`src/rtl/ifu_pkg.sv`:
```
// Shared widths and types for the IFU instruction-line cache.
package ifu_pkg;
   localparam int ADDR_WIDTH   = 32;
   localparam int LINE_WIDTH   = 128;
   localparam int OFFSET_WIDTH = 4;
   localparam int TAG_WIDTH    = ADDR_WIDTH - OFFSET_WIDTH;
   localparam int NUM_LINES    = 4;
   localparam int NUM_TAGS     = NUM_LINES;
   localparam int P_BITS       = $clog2(NUM_LINES);
   localparam int TREE_BITS    = NUM_LINES - 1;

   typedef logic [TAG_WIDTH-1:0]  tag_t;
   typedef logic [LINE_WIDTH-1:0] line_t;
   typedef logic [P_BITS-1:0]     way_t;
   typedef logic [TREE_BITS-1:0]  tree_t;
endpackage

```
`src/rtl/ifu_plru_tree.sv`:
```
// Tree pseudo-LRU state for four ways: tree = {b2, b1, b0}, b0 is the root.
module ifu_plru_tree
   import ifu_pkg::*;
(
   input  logic  Clock,
   input  logic  Rst,
   input  logic  touch_valid,
   input  way_t  touch_way,
   output tree_t tree,
   output way_t  victim
);

   tree_t tree_q;
   tree_t tree_d;

   // Touching a way points every node on its path away from it.
   always_comb begin
      // NOTE: defaulting every comb output first keeps this block latch-free.
      tree_d = tree_q;
      if (touch_valid) begin
         case (touch_way)
            2'd0:    begin tree_d[0] = 1'b1; tree_d[1] = 1'b1; end
            2'd1:    begin tree_d[0] = 1'b1; tree_d[1] = 1'b0; end
            2'd2:    begin tree_d[0] = 1'b0; tree_d[2] = 1'b1; end
            default: begin tree_d[0] = 1'b0; tree_d[2] = 1'b0; end
         endcase
      end
   end

   // NOTE: state flops use non-blocking assignments so every flop samples pre-edge values.
   always_ff @(posedge Clock or negedge Rst) begin
      if (!Rst) tree_q <= '0;
      else      tree_q <= tree_d;
   end

   always_comb begin
      tree   = tree_q;
      victim = tree_q[0] ? (tree_q[2] ? 2'd3 : 2'd2) : (tree_q[1] ? 2'd1 : 2'd0);
   end

endmodule

```
`src/rtl/ifu_plru_cache.sv`:
```
// Fully associative 4-way instruction-line cache with combinational lookup and PLRU refill.
module ifu_plru_cache
   import ifu_pkg::*;
(
   input  logic                            Clock,
   input  logic                            Rst,
   input  logic [ADDR_WIDTH-1:0]           cpu_reqAddrIn,
   output logic [ADDR_WIDTH-1:0]           cpu_rspAddrOut,
   output logic [LINE_WIDTH-1:0]           cpu_rspInsLineOut,
   output logic                            cpu_rspInsLineValidOut,
   input  logic [TAG_WIDTH-1:0]            mem_rspTagIn,
   input  logic [LINE_WIDTH-1:0]           mem_rspInsLineIn,
   input  logic                            mem_rspInsLineValidIn,
   output logic [TAG_WIDTH-1:0]            mem_reqTagOut,
   output logic                            mem_reqTagValidOut,
   output logic                            dataInsertion,
   output logic                            hitStatusOut,
   output logic [TREE_BITS-1:0]            plruTreeOut,
   output logic [LINE_WIDTH*NUM_LINES-1:0] debug_dataArray,
   output logic [(TAG_WIDTH+1)*NUM_TAGS-1:0] debug_tagArray,
   output logic [TREE_BITS-1:0]            debug_plruTree,
   output logic [P_BITS-1:0]               debug_plruIndex
);

   logic [NUM_LINES-1:0] valid_q, valid_d;
   tag_t                 tag_q  [NUM_TAGS];
   tag_t                 tag_d  [NUM_TAGS];
   line_t                data_q [NUM_LINES];
   line_t                data_d [NUM_LINES];
   logic                 ins_q, ins_d;

   tag_t  req_tag;
   logic  hit, fill_match, free_found;
   way_t  hit_way, match_way, free_way, fill_way, victim;
   tree_t tree;

   always_comb begin
      req_tag    = cpu_reqAddrIn[ADDR_WIDTH-1:OFFSET_WIDTH];
      hit        = 1'b0;
      hit_way    = '0;
      fill_match = 1'b0;
      match_way  = '0;
      free_found = 1'b0;
      free_way   = '0;
      for (int i = 0; i < NUM_LINES; i++) begin
         if (valid_q[i] && tag_q[i] == req_tag) begin
            hit     = 1'b1;
            hit_way = way_t'(i);
         end
         if (valid_q[i] && tag_q[i] == mem_rspTagIn) begin
            fill_match = 1'b1;
            match_way  = way_t'(i);
         end
      end
      // Scan downward so the lowest-index invalid way wins.
      for (int i = NUM_LINES - 1; i >= 0; i--) begin
         if (!valid_q[i]) begin
            free_found = 1'b1;
            free_way   = way_t'(i);
         end
      end
      fill_way = fill_match ? match_way : (free_found ? free_way : victim);
   end

   always_comb begin
      valid_d = valid_q;
      tag_d   = tag_q;
      data_d  = data_q;
      ins_d   = mem_rspInsLineValidIn;
      if (mem_rspInsLineValidIn) begin
         valid_d[fill_way] = 1'b1;
         tag_d[fill_way]   = mem_rspTagIn;
         data_d[fill_way]  = mem_rspInsLineIn;
      end
   end

   // NOTE: the line storage is reset too, since the debug ports must read all-zero after reset.
   always_ff @(posedge Clock or negedge Rst) begin
      if (!Rst) begin
         valid_q <= '0;
         ins_q   <= 1'b0;
         for (int i = 0; i < NUM_LINES; i++) begin
            tag_q[i]  <= '0;
            data_q[i] <= '0;
         end
      end else begin
         valid_q <= valid_d;
         tag_q   <= tag_d;
         data_q  <= data_d;
         ins_q   <= ins_d;
      end
   end

   // A fill owns the touch port; a hit only touches on a fill-free edge.
   ifu_plru_tree u_plru_tree (
      .Clock       (Clock),
      .Rst         (Rst),
      .touch_valid (mem_rspInsLineValidIn | hit),
      .touch_way   (mem_rspInsLineValidIn ? fill_way : hit_way),
      .tree        (tree),
      .victim      (victim)
   );

   always_comb begin
      cpu_rspAddrOut         = cpu_reqAddrIn;
      cpu_rspInsLineOut      = hit ? data_q[hit_way] : '0;
      cpu_rspInsLineValidOut = hit;
      hitStatusOut           = hit;
      mem_reqTagValidOut     = !hit;
      mem_reqTagOut          = hit ? '0 : req_tag;
      dataInsertion          = ins_q;
      plruTreeOut            = tree;
      debug_plruTree         = tree;
      debug_plruIndex        = victim;
      debug_dataArray        = '0;
      debug_tagArray         = '0;
      for (int i = 0; i < NUM_LINES; i++) begin
         debug_dataArray[i*LINE_WIDTH +: LINE_WIDTH]   = data_q[i];
         debug_tagArray[i*(TAG_WIDTH+1) +: TAG_WIDTH+1] = {valid_q[i], tag_q[i]};
      end
   end

endmodule

```
`config.mk`:
```
export PLATFORM = sky130hd
export DESIGN_NAME = ifu_plru_cache
export DESIGN_NICKNAME = d
export VERILOG_FILES = /design/src/rtl/ifu_pkg.sv /design/src/rtl/ifu_plru_tree.sv /design/src/rtl/ifu_plru_cache.sv
export SDC_FILE = /design/constraint.sdc
export NUM_CORES = 1
export LEC_CHECK = 0
export CORE_AREA = 2 2 398 400
export CTS_BUF_LIST = sky130_fd_sc_hd__clkbuf_8
export DETAILED_ROUTE_END_ITERATION = 8
export DIE_AREA = 0 0 400 402
export SYNTH_ARGS = -nofsm -noshare
export SYNTH_HDL_FRONTEND = slang
export SYNTH_SLANG_ARGS = --single-unit
```
`constraint.sdc`:
```
create_clock -name Clock -period 3.2 [get_ports Clock]
set_input_delay 0.48 -clock Clock [delete_from_list [all_inputs] [get_ports Clock]]
set_output_delay 0.48 -clock Clock [all_outputs]
set_load 0.02 [all_outputs]
```
-- Word-level counts from Yosys, hierarchy flattened
Cells that the tools add are included.
- reduce and logical (&&, ||, !) cells: 16
- bitwise operators: 5
- $lt $le $gt $ge: 5
- multiplexer cells: 44
- eq/ne operators: 10
- operators by type and width (cell ; count):
    bitwise mux 512 bit ; 1
    two-way mux 128 bit ; 4
    binary-select mux 128 bit (select 2 bit) ; 1
    demux 128 bit (select 2 bit) ; 1
    == test 28 bit ; 8
    bitwise mux 112 bit ; 1
    demux 28 bit (select 2 bit) ; 1
    two-way mux 28 bit ; 2
    two-way mux 2 bit ; 12
    two-way mux 1 bit ; 18
    logical AND 1 bit ; 10
    greater-or-equal comparator 3 bit, second input constant ; 2
    inverter 2 -> 3 bit ; 2
    OR 4 bit ; 1
    one-hot mux 1 bit (2 select lines) ; 2
    AND reduction 2 bit ; 2
    less-than comparator 2 x 3 -> 1 bit, second input constant ; 1
    less-than comparator 3 x 1 -> 1 bit, second input constant ; 1
    demux 1 bit (select 2 bit) ; 1
    == test 2 x 1 -> 1 bit, second input constant ; 1
    == test 2 bit, second input constant ; 1
    greater-or-equal comparator 2 x 1 -> 1 bit, second input constant ; 1
    logical NOT 2 bit ; 1
    nonzero test 2 bit ; 1
    other kinds (4) ; 4
- bits in registers: 632
- bits of input ports: 191
- logic and storage cells: 93
- output and inout bits: 828

-- Longest topological paths before layout
Gate-level depths: netlist of the first run.
- word-level depth: 13
- mapped depth: 12
- depth with buffers taken out: 7

-- Cells and area by module
A second synthesis of the first run with hierarchy kept.
- cell total of the unflattened synthesis: 2415
- area total of the unflattened synthesis: 31721.7 um^2
- modules (own cells, without submodules) (module ; area an instance (um^2) ; instances ; sequential area each (um^2) ; cells an instance):
    ifu_plru_cache ; 31584.0 ; 1 ; 15740.1 ; 2401
    ifu_plru_tree ; 137.6 ; 1 ; 75.1 ; 14

-- Worst setup path before layout of the first run
Ideal clock, no wire load.
- path kind: input -> output
- start: input port cpu_reqAddrIn[10]
- end: output port cpu_rspInsLineOut[20]
- buffers on the path: 4
- setup slack: -0.179 ns
- stages: 11
- data required time: 2.720 ns
- arrival: 2.899 ns
- path through: clkbuf_1 > xnor2_1 > nand4_1 > or4_1 > nor4_2 > buf_2 > buf_2 > buf_2 > nand2_1 > o311ai_0 > o21a_1
- word-level cells in the longest chain between the ends: 10
- elaborated cells between the ends (all ways): 20
- those cells by class: 4 x eq/ne; 11 x mux; 1 x bitwise; 4 x reduce/logical
- ends and longest elaborated chain (what ; line ; text):
    start: declaration ; ifu_plru_cache.sv:7 ; input logic [ADDR_WIDTH-1:0] cpu_reqAddrIn,
    == test 28 bit ; ifu_plru_cache.sv:46 ; if (valid_q[i] && tag_q[i] == req_tag) begin
    logical AND 1 bit ; ifu_plru_cache.sv:46 ;
    two-way mux 1 bit ; ifu_plru_cache.sv:46 ;
    two-way mux 2 bit (2 in a row) ; ifu_plru_cache.sv:46 ;
    inverter 2 -> 3 bit (not written as such) ; ifu_plru_cache.sv:106 ; cpu_rspInsLineOut = hit ? data_q[hit_way] : '0;
    binary-select mux 128 bit (select 2 bit) ; ifu_plru_cache.sv:106 ;
    two-way mux 128 bit (not written as such) (2 in a row) ; ifu_plru_cache.sv:106 ;
    two-way mux 128 bit (*) ; ifu_plru_cache.sv:106 ;
    end: declaration ; ifu_plru_cache.sv:9 ; output logic [LINE_WIDTH-1:0] cpu_rspInsLineOut,
Mark *: on every way between the ends. The rest lies on a longest branch, timed or not. The select of a mux whose other input is x is not followed.

-- Worst setup path after layout of the first run
- start: register tag_q, in the netlist debug_tagArray[58]
- end: output port cpu_rspInsLineOut[81]
- word-level cells in the longest chain between the ends: 9
- elaborated cells between the ends (all ways): 11
- those cells by class: 1 x eq/ne; 8 x mux; 1 x bitwise; 1 x reduce/logical
- ends and longest elaborated chain (what ; line ; text):
    start: declaration ; ifu_plru_cache.sv:26 ; tag_t tag_q [NUM_TAGS];
    start signal: assignment ; ifu_plru_cache.sv:88 ; tag_q <= tag_d;
    == test 28 bit (*) ; ifu_plru_cache.sv:46 ;
    logical AND 1 bit (*) ; ifu_plru_cache.sv:46 ;
    two-way mux 2 bit (2 in a row) ; ifu_plru_cache.sv:46 ;
    inverter 2 -> 3 bit (not written as such) ; ifu_plru_cache.sv:106 ;
    binary-select mux 128 bit (select 2 bit) ; ifu_plru_cache.sv:106 ;
    two-way mux 128 bit (not written as such) (2 in a row) ; ifu_plru_cache.sv:106 ;
    two-way mux 128 bit (*) ; ifu_plru_cache.sv:106 ;
Marks and branches as above.

==> results of run 1 <==
-- worst max-delay path: cells and delay by family (launching register included) --
family | cells | cell delay [ns]
xor gates and xnor gates | 1 | 0.18
buffers and inverters | 8 | 1.12
and+or+nand+nor | 4 | 1.02
AOI/OAI and AO/OA | 2 | 0.27
DFF | 1 | 0.42
-- state kept, by name, summed over array words and instances (netlist names) --
register          flops
valid_q               4
u_plru_tree.tree      3
dataInsertion         1
debug_tagArray      112
debug_dataArray     512
-- power by group through the flow --
stage	Sequential (mW)	Combinational, mW	Clock (mW)
finish	17.1	31.6	8.13
floorplan	20.3	7.40	0
global placement	16.6	27.4	0
CTS	16.6	29.3	8.33
global route	17.4	32.7	8.67
detailed placement	16.6	27.6	0
-- stage by stage --
step / util / hold slack [ns] / TNS, ns
after global placement: 0.298 / 0.503 / -704.28
after global routing: 0.361 / 0.166 / -320.58
after floorplan: - / 0.184 / 0
after detailed placement: 0.298 / 0.505 / -693.25
final: 0.361 / 0.190 / -308.81
after CTS: 0.335 / 0.102 / -239.05
-- cell usage in the layout (no fill, tap or decap), types with 4 or more instances in the layout --
cell type / n
nand2_4: 35
inv_1: 40
nand4_1: 46
o311ai_1: 19
mux2i_2: 5
buf_8: 52
mux2i_1: 122
buf_16: 34
nand2_2: 47
nor2_1: 5
buf_4: 402
clkdlybuf4s50_1: 850
dfrtp_1: 632
and2_4: 29
o21a_4: 4
o311ai_2: 52
buf_6: 203
diode_2: 19
nand2_1: 60
clkbuf_16: 37
mux2_4: 337
xor2_1: 69
clkinv_2: 8
mux2_1: 37
nor4_1: 16
buf_12: 102
nand2b_1: 4
o311ai_4: 57
clkbuf_8: 143
nor4_4: 4
xnor2_2: 12
mux2_2: 253
nand3_1: 5
xnor2_1: 140
o21a_1: 122
nor4_2: 5
-- synthesized netlist by cell type (4+ instances only) --
library cell and n:
buf_2 66, nand2_1 142, nand4_1 46, o21a_1 128, mux2_1 43, nand2b_1 4
o311ai_1 9, nand3_1 6, clkbuf_1 98, dfrtp_1 632, buf_4 45, and2_1 30
xnor2_1 153, mux2_2 584, nor2_1 6, buf_1 16, nor4_1 24, inv_1 6
buf_6 23, xor2_1 70, mux2i_1 128, o311ai_0 119
-- worst max-delay path by stage --
stage                                   from                    end  slack, ns  depth (start not counted)
after floorplan            cpu_reqAddrIn[30]           hitStatusOut       0.07                         11
after global placement      cpu_reqAddrIn[4]  cpu_rspInsLineOut[31]      -1.94                         12
after detailed placement    cpu_reqAddrIn[4]  cpu_rspInsLineOut[31]      -1.89                         12
after CTS                 debug_tagArray[11]  cpu_rspInsLineOut[25]      -1.28                         11
after global routing      debug_tagArray[58]  cpu_rspInsLineOut[69]      -1.33                         14
final                     debug_tagArray[58]  cpu_rspInsLineOut[81]      -1.17                         15
-- layer usage --
layer,global-route usage,vias up,wire length [µm]
met5,0,-,82
met3,0.0426,399,12700
met2,0.330,1422,85800
met1,0.256,14900,73400
met4,0.0944,12,8850
li1,-,11800,-
-- cells by family after synthesis --
family,after synthesis,synth area share
compound gates,274,0.0722
xor+xnor,223,0.0629
buf+inv,254,0.0444
flops,632,0.509
mux,755,0.269
simple gates,270,0.0427
-- timing repair --
item	in CTS	in global routing
setup endpoints to repair	785	773
hold buffers	1	0
resized for setup	1284	720
hold endpoints to repair	51	0
setup buffers	96	72
cloned	32	43
pin swaps	51	75
-- final cells by class --
class	instances	area, µm²	share of cell area
Clock inverter	57	412	0.00726
Inverter	6	40.0	0.000706
Clock buffer	143	1970	0.0347
Sequential cell	632	15800	0.279
Multi-Input combinational cell	1522	17300	0.305
Antenna cell	19	47.5	0.000838
Timing Repair Buffer	1682	18500	0.327
Tap cell	2072	2590	0.0457
==> flow_summary.toml, run 1 <==
[setup_path]
worstPathCellList = "xor2_2 -> nor4_4 -> buf_4 -> nand4_1 -> nor4_4 -> buf_6 -> buf_16 -> buf_12 -> buf_12 -> buf_12 -> clkbuf_16 -> nand2_1 -> o311ai_2 -> o21a_1 -> buf_6"
path_max_fanout = 6
reg2reg_to = "debug_dataArray[417]"
rr_worst_depth = 14
critPathCaptureType = "primary output"
path_common_cell = "buf_12"
cpPeakStageDelay_ns = 0.42
critPathSlowestCell = "dfrtp_1"
regToRegStartpoint = "debug_tagArray[51]"
crit_type = "reg -> out"
r2r_setup_slack_ns = -0.34
critPathArrivalTime_ns = 3.89
critPathLaunchType = "register"
required_ns = 2.72

[synth]
syn_avg_cell_area_um2 = 12.9
ys_top_cells_by_area = "dfrtp_1 (51%), mux2_2 (21%), xnor2_1 (4.3%)"
synthArstFlopShare = 1.00
synth-edff-count = 0
synth_area_leader_cell = "dfrtp_1"
synth.cell_area_mm2 = 0.0311
synth_top_area_share = 0.509
syn_inst = 2408
yosys_warnings = 0
synth-seq-cells = 632
syn_nets = 2599
ys_seq_area_frac = 0.509
ys_types = 44
synth-main-ff-cell = "dfrtp_1"

[detailed_routing]
wirelength_mm = 181
drt_iter0_drc = 1949
vias = 28500
postRouteAntennaNets = 0
viasPerCell = 4.65
drc_errors = 0
drtPass1Iterations = 5
post_drt_wl_per_cell_um = 29.5

[cells_and_area]
nNetsFinal = 4149
area_delta_synth_final_pct = 82.7
design_area_mm2 = 0.0567
fill_cells = 15200
layoutNonFillerInstCount = 6133
layout-drive-gt1-share = 0.459

[grt]
grt_pass1_wl_mm = 231
grt_max_degree = 73
grt_pass1_vias = 28500
grt_overflow = 0
antenna_found_initial = 46
grt_use_total = 0.203

[clock_network]
cts_buffers = 114
clkSinkCount = 632
clock_latency_ns = 0.87
htreeDepth = 3
path_clk_slew_ns = 0.06
cts_tree = "yes"
clockBufferDepth = 3
cts-root-buf = "clkbuf_8"

[sta]
finalCriticalPeriod_ns = 4.37
hold_violations = 0
slew_headroom = 0.518
fmaxAchievable_ghz = 0.229
worst_slack_ns = -1.17
tightest_slew_ns = 0.722
skew_ns = 0.0640
slew_viol_final = 0
rsz0062_at_grt = "true"
setup_viol = 784
fin_crit_sh = 1.37

[pwr]
power_per_cell_area_mw_per_mm2 = 1000
switchingPower_mw = 23.7
p_total_mw = 56.9
p_sw_frac = 0.417
p_leak_nw = 25.3
p_int_mw = 33.2
ir_worst_vdd_mv = 0.553
p_seq_frac = 0.301
combPwrFrac = 0.557
p_clk_frac = 0.143

[min_path]
min_path_type = "in -> async"

[placed_design]
dp.cells = 5715
hpwl_mm = 124
io_buffer_count = 1010
postPlaceCellArea_mm2 = 0.0468
preCtsSetupSlack_ns = -1.89
gp_congestion = 0.992

[floorplan]
die_y_um = 402
pin_count = 1019
fp.dieW_um = 400
rows = 146
core_region_area_mm2 = 0.157
initial_core_util = 0.198
dieArea_mm2 = 0.161

[run_status]
violations = "setup timing"
status = "finished, violations left"

[run]
max_cap_violations = 0
No activity file was read; power rests on OpenSTA's default activity.
==> run 2: changes to the inputs <==
==> constraint.sdc (replaced) <==
create_clock -name Clock -period 3.2 [get_ports Clock]
set_input_delay 0.64 -clock Clock [delete_from_list [all_inputs] [get_ports Clock]]
set_output_delay 0.64 -clock Clock [all_outputs]
set_load 0.02 [all_outputs]
==> run 2 against run 1 <==
Effect of this change:
- the run still ends with setup timing left
- sequential power fell by 2%
- routed wire length about the same
- maximum frequency down 1.4%
- power up 0.49%
- die area unchanged
==> flow_summary.toml, run 2 (synthesized netlist as in run 1, its figures left out) <==
[pwr]
ir_worst_vdd_mv = 0.636
p_total_mw = 57.1
p_int_mw = 33.5
switchingPower_mw = 23.6
p_clk_frac = 0.154
combPwrFrac = 0.554
p_sw_frac = 0.413
p_leak_nw = 24.6
p_seq_frac = 0.292
power_per_cell_area_mw_per_mm2 = 1020

[sta]
slew_viol_final = 0
tns_ns = -189.14
setup_viol = 448
hold_violations = 0
slew_headroom = 0.529
tightest_slew_ns = 0.707
worst_slack_ns = -1.23
finalCriticalPeriod_ns = 4.43
fmaxAchievable_ghz = 0.226
holdWs_ns = 0.413
fin_crit_sh = 1.39
rsz0062_at_grt = "true"
skew_ns = 0.0577

[setup_path]
critPathArrivalTime_ns = 3.79
critPathLaunchType = "primary input"
regToRegStartpoint = "debug_tagArray[52]"
required_ns = 2.56
critPathCaptureType = "primary output"
worstPathCellList = "clkdlybuf4s50_1 -> buf_12 -> xor2_1 -> nor4_2 -> nand4_1 -> o41a_4 -> buf_12 -> clkbuf_16 -> buf_4 -> o311ai_4 -> buf_4 -> o21a_1 -> buf_6"
critPathSlowestCell = "o41a_4"
path_max_fanout = 8
crit_type = "in -> out"
critPathLaunch = "cpu_reqAddrIn[31]"
cpPeakStageDelay_ns = 0.61

[grt]
grt_max_degree = 100
grt_pass1_wl_mm = 225
grt_overflow = 0
antenna_found_initial = 41
grt_pass1_vias = 27800
grt_use_total = 0.198

[cells_and_area]
nNetsFinal = 4163
layout-drive-gt1-share = 0.457
area_delta_synth_final_pct = 80.8
design_area_mm2 = 0.0561
layout_commonest_cell = "clkdlybuf4s50_1"
largest_reg_flops = 512
final_cell_mix = "clkdlybuf4s50_1 (839), dfrtp_1 (631), buf_4 (465)"

[placed_design]
io_buffer_count = 1010
gp_congestion = 0.965
hpwl_mm = 128
postPlaceCellArea_mm2 = 0.0470

[floorplan]
initial_core_util = 0.198
pin_count = 1019
dieArea_mm2 = 0.161
die_y_um = 402
rows = 146
core_region_area_mm2 = 0.157
fp.dieW_um = 400

[detailed_routing]
drc_errors = 0
wirelength_mm = 181
viasPerCell = 4.59
postRouteAntennaNets = 0
post_drt_wl_per_cell_um = 29.4
drt_iter0_drc = 1889
vias = 28200
drtPass1Iterations = 5

[clock_network]
cts_buffers = 112
path_clk_slew_ns = 0.06
cts-root-buf = "clkbuf_8"
htreeDepth = 3
clock_latency_ns = 0.82
clockBufferDepth = 3
clkSinkCount = 632
cts_tree = "yes"

[min_path]
min_path_type = "in -> async"

[run_status]
status = "finished, violations left"
violations = "setup timing"

[run]
max_cap_violations = 0
## run 2: through the flow
stage | worst slack [ns] | std cells | util
after global placement | -1.97 | 5732 | 0.299
after floorplan | -0.0199 | 2408 | -
after global routing | -1.29 | 6146 | 0.357
after detailed placement | -2.01 | 5732 | 0.299
after CTS | -1.28 | 5972 | 0.323
final | -1.23 | 6147 | 0.357
## run 2: repair_timing
action                     CTS  global route
gates cloned                 9            54
gates resized for setup    737           866
hold buffers                 1             0
setup endpoints to repair  758           786
pin swaps                   37            95
hold endpoints to repair    34             0
buffers inserted            23           121
## run 2: final timing paths
check / end / slack [ns] / cells past startpoint
max in group asynchronous: debug_dataArray[273] / 1.64 / 3
hold reg to reg: debug_dataArray[106] / 0.52 / 1
min in group Clock: debug_dataArray[122] / 0.50 / 2
setup / recovery: cpu_rspInsLineOut[62] / -1.23 / 13
hold / removal: debug_dataArray[150] / 0.41 / 2
setup reg to reg: debug_dataArray[130] / -0.16 / 13
## run 2: layer usage
layer	vias to the layer above	GRT usage	routed length [µm]
met5	-	0	166
met4	6	0.0905	8530
met3	358	0.0403	11400
met2	1234	0.334	87500
met1	14800	0.240	73200
li1	11900	-	-
## run 2: area by class of cell
cell class / count / area [µm²]
well taps: 2072 / 2590
diodes: 9 / 22.5
repair buffers: 1695 / 18200
clock inverters: 55 / 508
clock buffers: 153 / 2110
multi-input cells: 1525 / 16900
inverters: 6 / 33.8
flip-flops and latches: 632 / 15800
fillers: 15400 / 101000
## run 2: critical path, delay by kind of cell
kind / cells / cell delay [ns]
and+or+nand+nor: 2 / 0.57
xor gates and xnor gates: 1 / 0.18
AOI/OAI and AO/OA: 3 / 0.95
buffers and inverters: 7 / 1.43
## run 2: power by group through the flow
stage | Sequential [mW] | Clock (mW) | Combinational, mW
global route | 17.0 | 9.35 | 32.8
global placement | 16.3 | 0 | 27.9
floorplan | 20.4 | 0 | 7.47
finish | 16.7 | 8.80 | 31.7
CTS | 16.3 | 9.01 | 28.4
detailed placement | 16.4 | 0 | 28.1
==> run 3: changes to the inputs <==
Settings changed: MAX_ROUTING_LAYER from default to met4.
==> run 3 against run 2 <==
Effect of this change:
- routed wire length increased by 1.0%
- hold slack got worse by 0.042 ns
- highest routed layer is now met4
- utilization about the same
- the run still ends with setup timing left
- global-route usage increased by 0.56 points
- largest power group unchanged
- largest cell class unchanged
==> flow_summary.toml, run 3 (synthesized netlist as in run 1, its figures left out) <==
[grt]
antenna_found_initial = 37
grt_pass1_vias = 27900
grt_max_degree = 106
met1_usage = 0.242
grt_overflow = 0
grt_pass1_wl_mm = 224
met3_usage = 0.0337
grt.busiest_layer = "met2"
use_met2 = 0.339
grt_use_total = 0.203

[floorplan]
core_region_area_mm2 = 0.157
initial_core_util = 0.198
pin_count = 1019
fp.dieW_um = 400
dieArea_mm2 = 0.161
rows = 146
die_y_um = 402

[detailed_routing]
drc_errors = 0
postRouteAntennaNets = 0
wirelength_mm = 183
drt_iter0_drc = 1824
drtPass1Iterations = 5
vias = 28300
post_drt_wl_per_cell_um = 29.7
viasPerCell = 4.59

[placed_design]
io_buffer_count = 1010
gp_congestion = 0.975
hpwl_mm = 128

[setup_path]
crit_cells = 13
critPathArrivalTime_ns = 3.85
worstPathCellList = "clkdlybuf4s50_1 -> buf_12 -> xor2_1 -> nor4_2 -> nand4_1 -> o41a_4 -> buf_6 -> buf_16 -> buf_12 -> buf_12 -> o311ai_4 -> o21a_1 -> buf_6"
critPathBufInv = 7
critPathLaunch = "cpu_reqAddrIn[31]"
critPathSlowestCell = "o41a_4"
rr_worst_depth = 11
critPathLaunchType = "primary input"
path_common_cell = "buf_12"
r2r_setup_slack_ns = -0.27
regToRegStartpoint = "debug_tagArray[47]"
crit_family = "buffers and inverters"
cpPeakStageDelay_ns = 0.55
critPathCaptureType = "primary output"
path_max_fanout = 7
crit_type = "in -> out"
required_ns = 2.56

[cells_and_area]
layout_commonest_cell = "clkdlybuf4s50_1"
finish.utilization = 0.357
largest_reg_flops = 512
final_cell_mix = "clkdlybuf4s50_1 (840), dfrtp_1 (632), buf_4 (452)"
layout-drive-gt1-share = 0.463
nNetsFinal = 4187
area_delta_synth_final_pct = 80.7

[sta]
rsz0062_at_grt = "true"
skew_ns = 0.0602
tightest_slew_ns = 0.661
fin_crit_sh = 1.40
holdWs_ns = 0.371
slew_headroom = 0.554
hold_violations = 0
slew_viol_final = 0
worst_slack_ns = -1.29
setup_viol = 750
finalCriticalPeriod_ns = 4.49
fmaxAchievable_ghz = 0.223

[run]
max_cap_violations = 0

[clock_network]
cts_buffers = 112
cts-root-buf = "clkbuf_8"
clock_latency_ns = 0.82
clkSinkCount = 632
clockBufferDepth = 3
cts_tree = "yes"
htreeDepth = 3
path_clk_slew_ns = 0.06

[run_status]
status = "finished, violations left"
violations = "setup timing"

[min_path]
min_path_type = "in -> async"

[pwr]
ir_worst_vdd_mv = 0.552
p_leak_nw = 24.5
power_per_cell_area_mw_per_mm2 = 1000
p_total_mw = 56.2
==> run 3: final timing paths <==
check | to
setup / recovery | cpu_rspInsLineOut[73]
hold / removal | debug_dataArray[151]
setup reg to reg | debug_dataArray[192]
hold reg to reg | debug_dataArray[425]
max in group asynchronous | debug_dataArray[73]
min in group Clock | debug_tagArray[29]
==> run 3: layout make-up <==
type	count	area, µm²
multi-input combinational	1524	16700
tap	2072	2590
inverter	6	33.8
timing repair buffer	1720	18600
sequential	632	15800
antenna	10	25.0
fill	15500	101000
clock inverter	58	409
clock buffer	139	1910
==> run 3: repair_timing <==
action	4_1_cts	5_1_grt
gates cloned	7	59
setup endpoints to repair	775	785
hold buffers	1	0
pin swaps	30	132
gates resized for setup	556	1083
endpoints found under the hold margin	30	0
buffers inserted	20	127
==> run 3: routing by layer <==
layer / share of wire / vias to the layer above
li1: - / 11900
met1: 0.41 / 14700
met2: 0.49 / 1240
met3: 0.055 / 367
met4: 0.048 / 0
met5: 0 / -
==> run 3: power by group <==
part           switching [mW]  internal [mW]  total, mW
combinational            15.1           16.3       31.4
sequential               4.62           12.2       16.8
clock                    3.83           4.19       8.03
total                    23.6           32.6       56.2
==> run 3: stage by stage <==
stage	setup TNS, ns	cells	worst slack (ns)	area (µm²)
after detailed placement	-807.46	5748	-1.99	47100
after global placement	-804.16	5748	-2.00	47100
after floorplan	-1.23	2408	-0.0199	31500
final	-262.46	6161	-1.29	56100
after global routing	-323.30	6158	-1.41	56100
after CTS	-328.04	5973	-1.40	50100
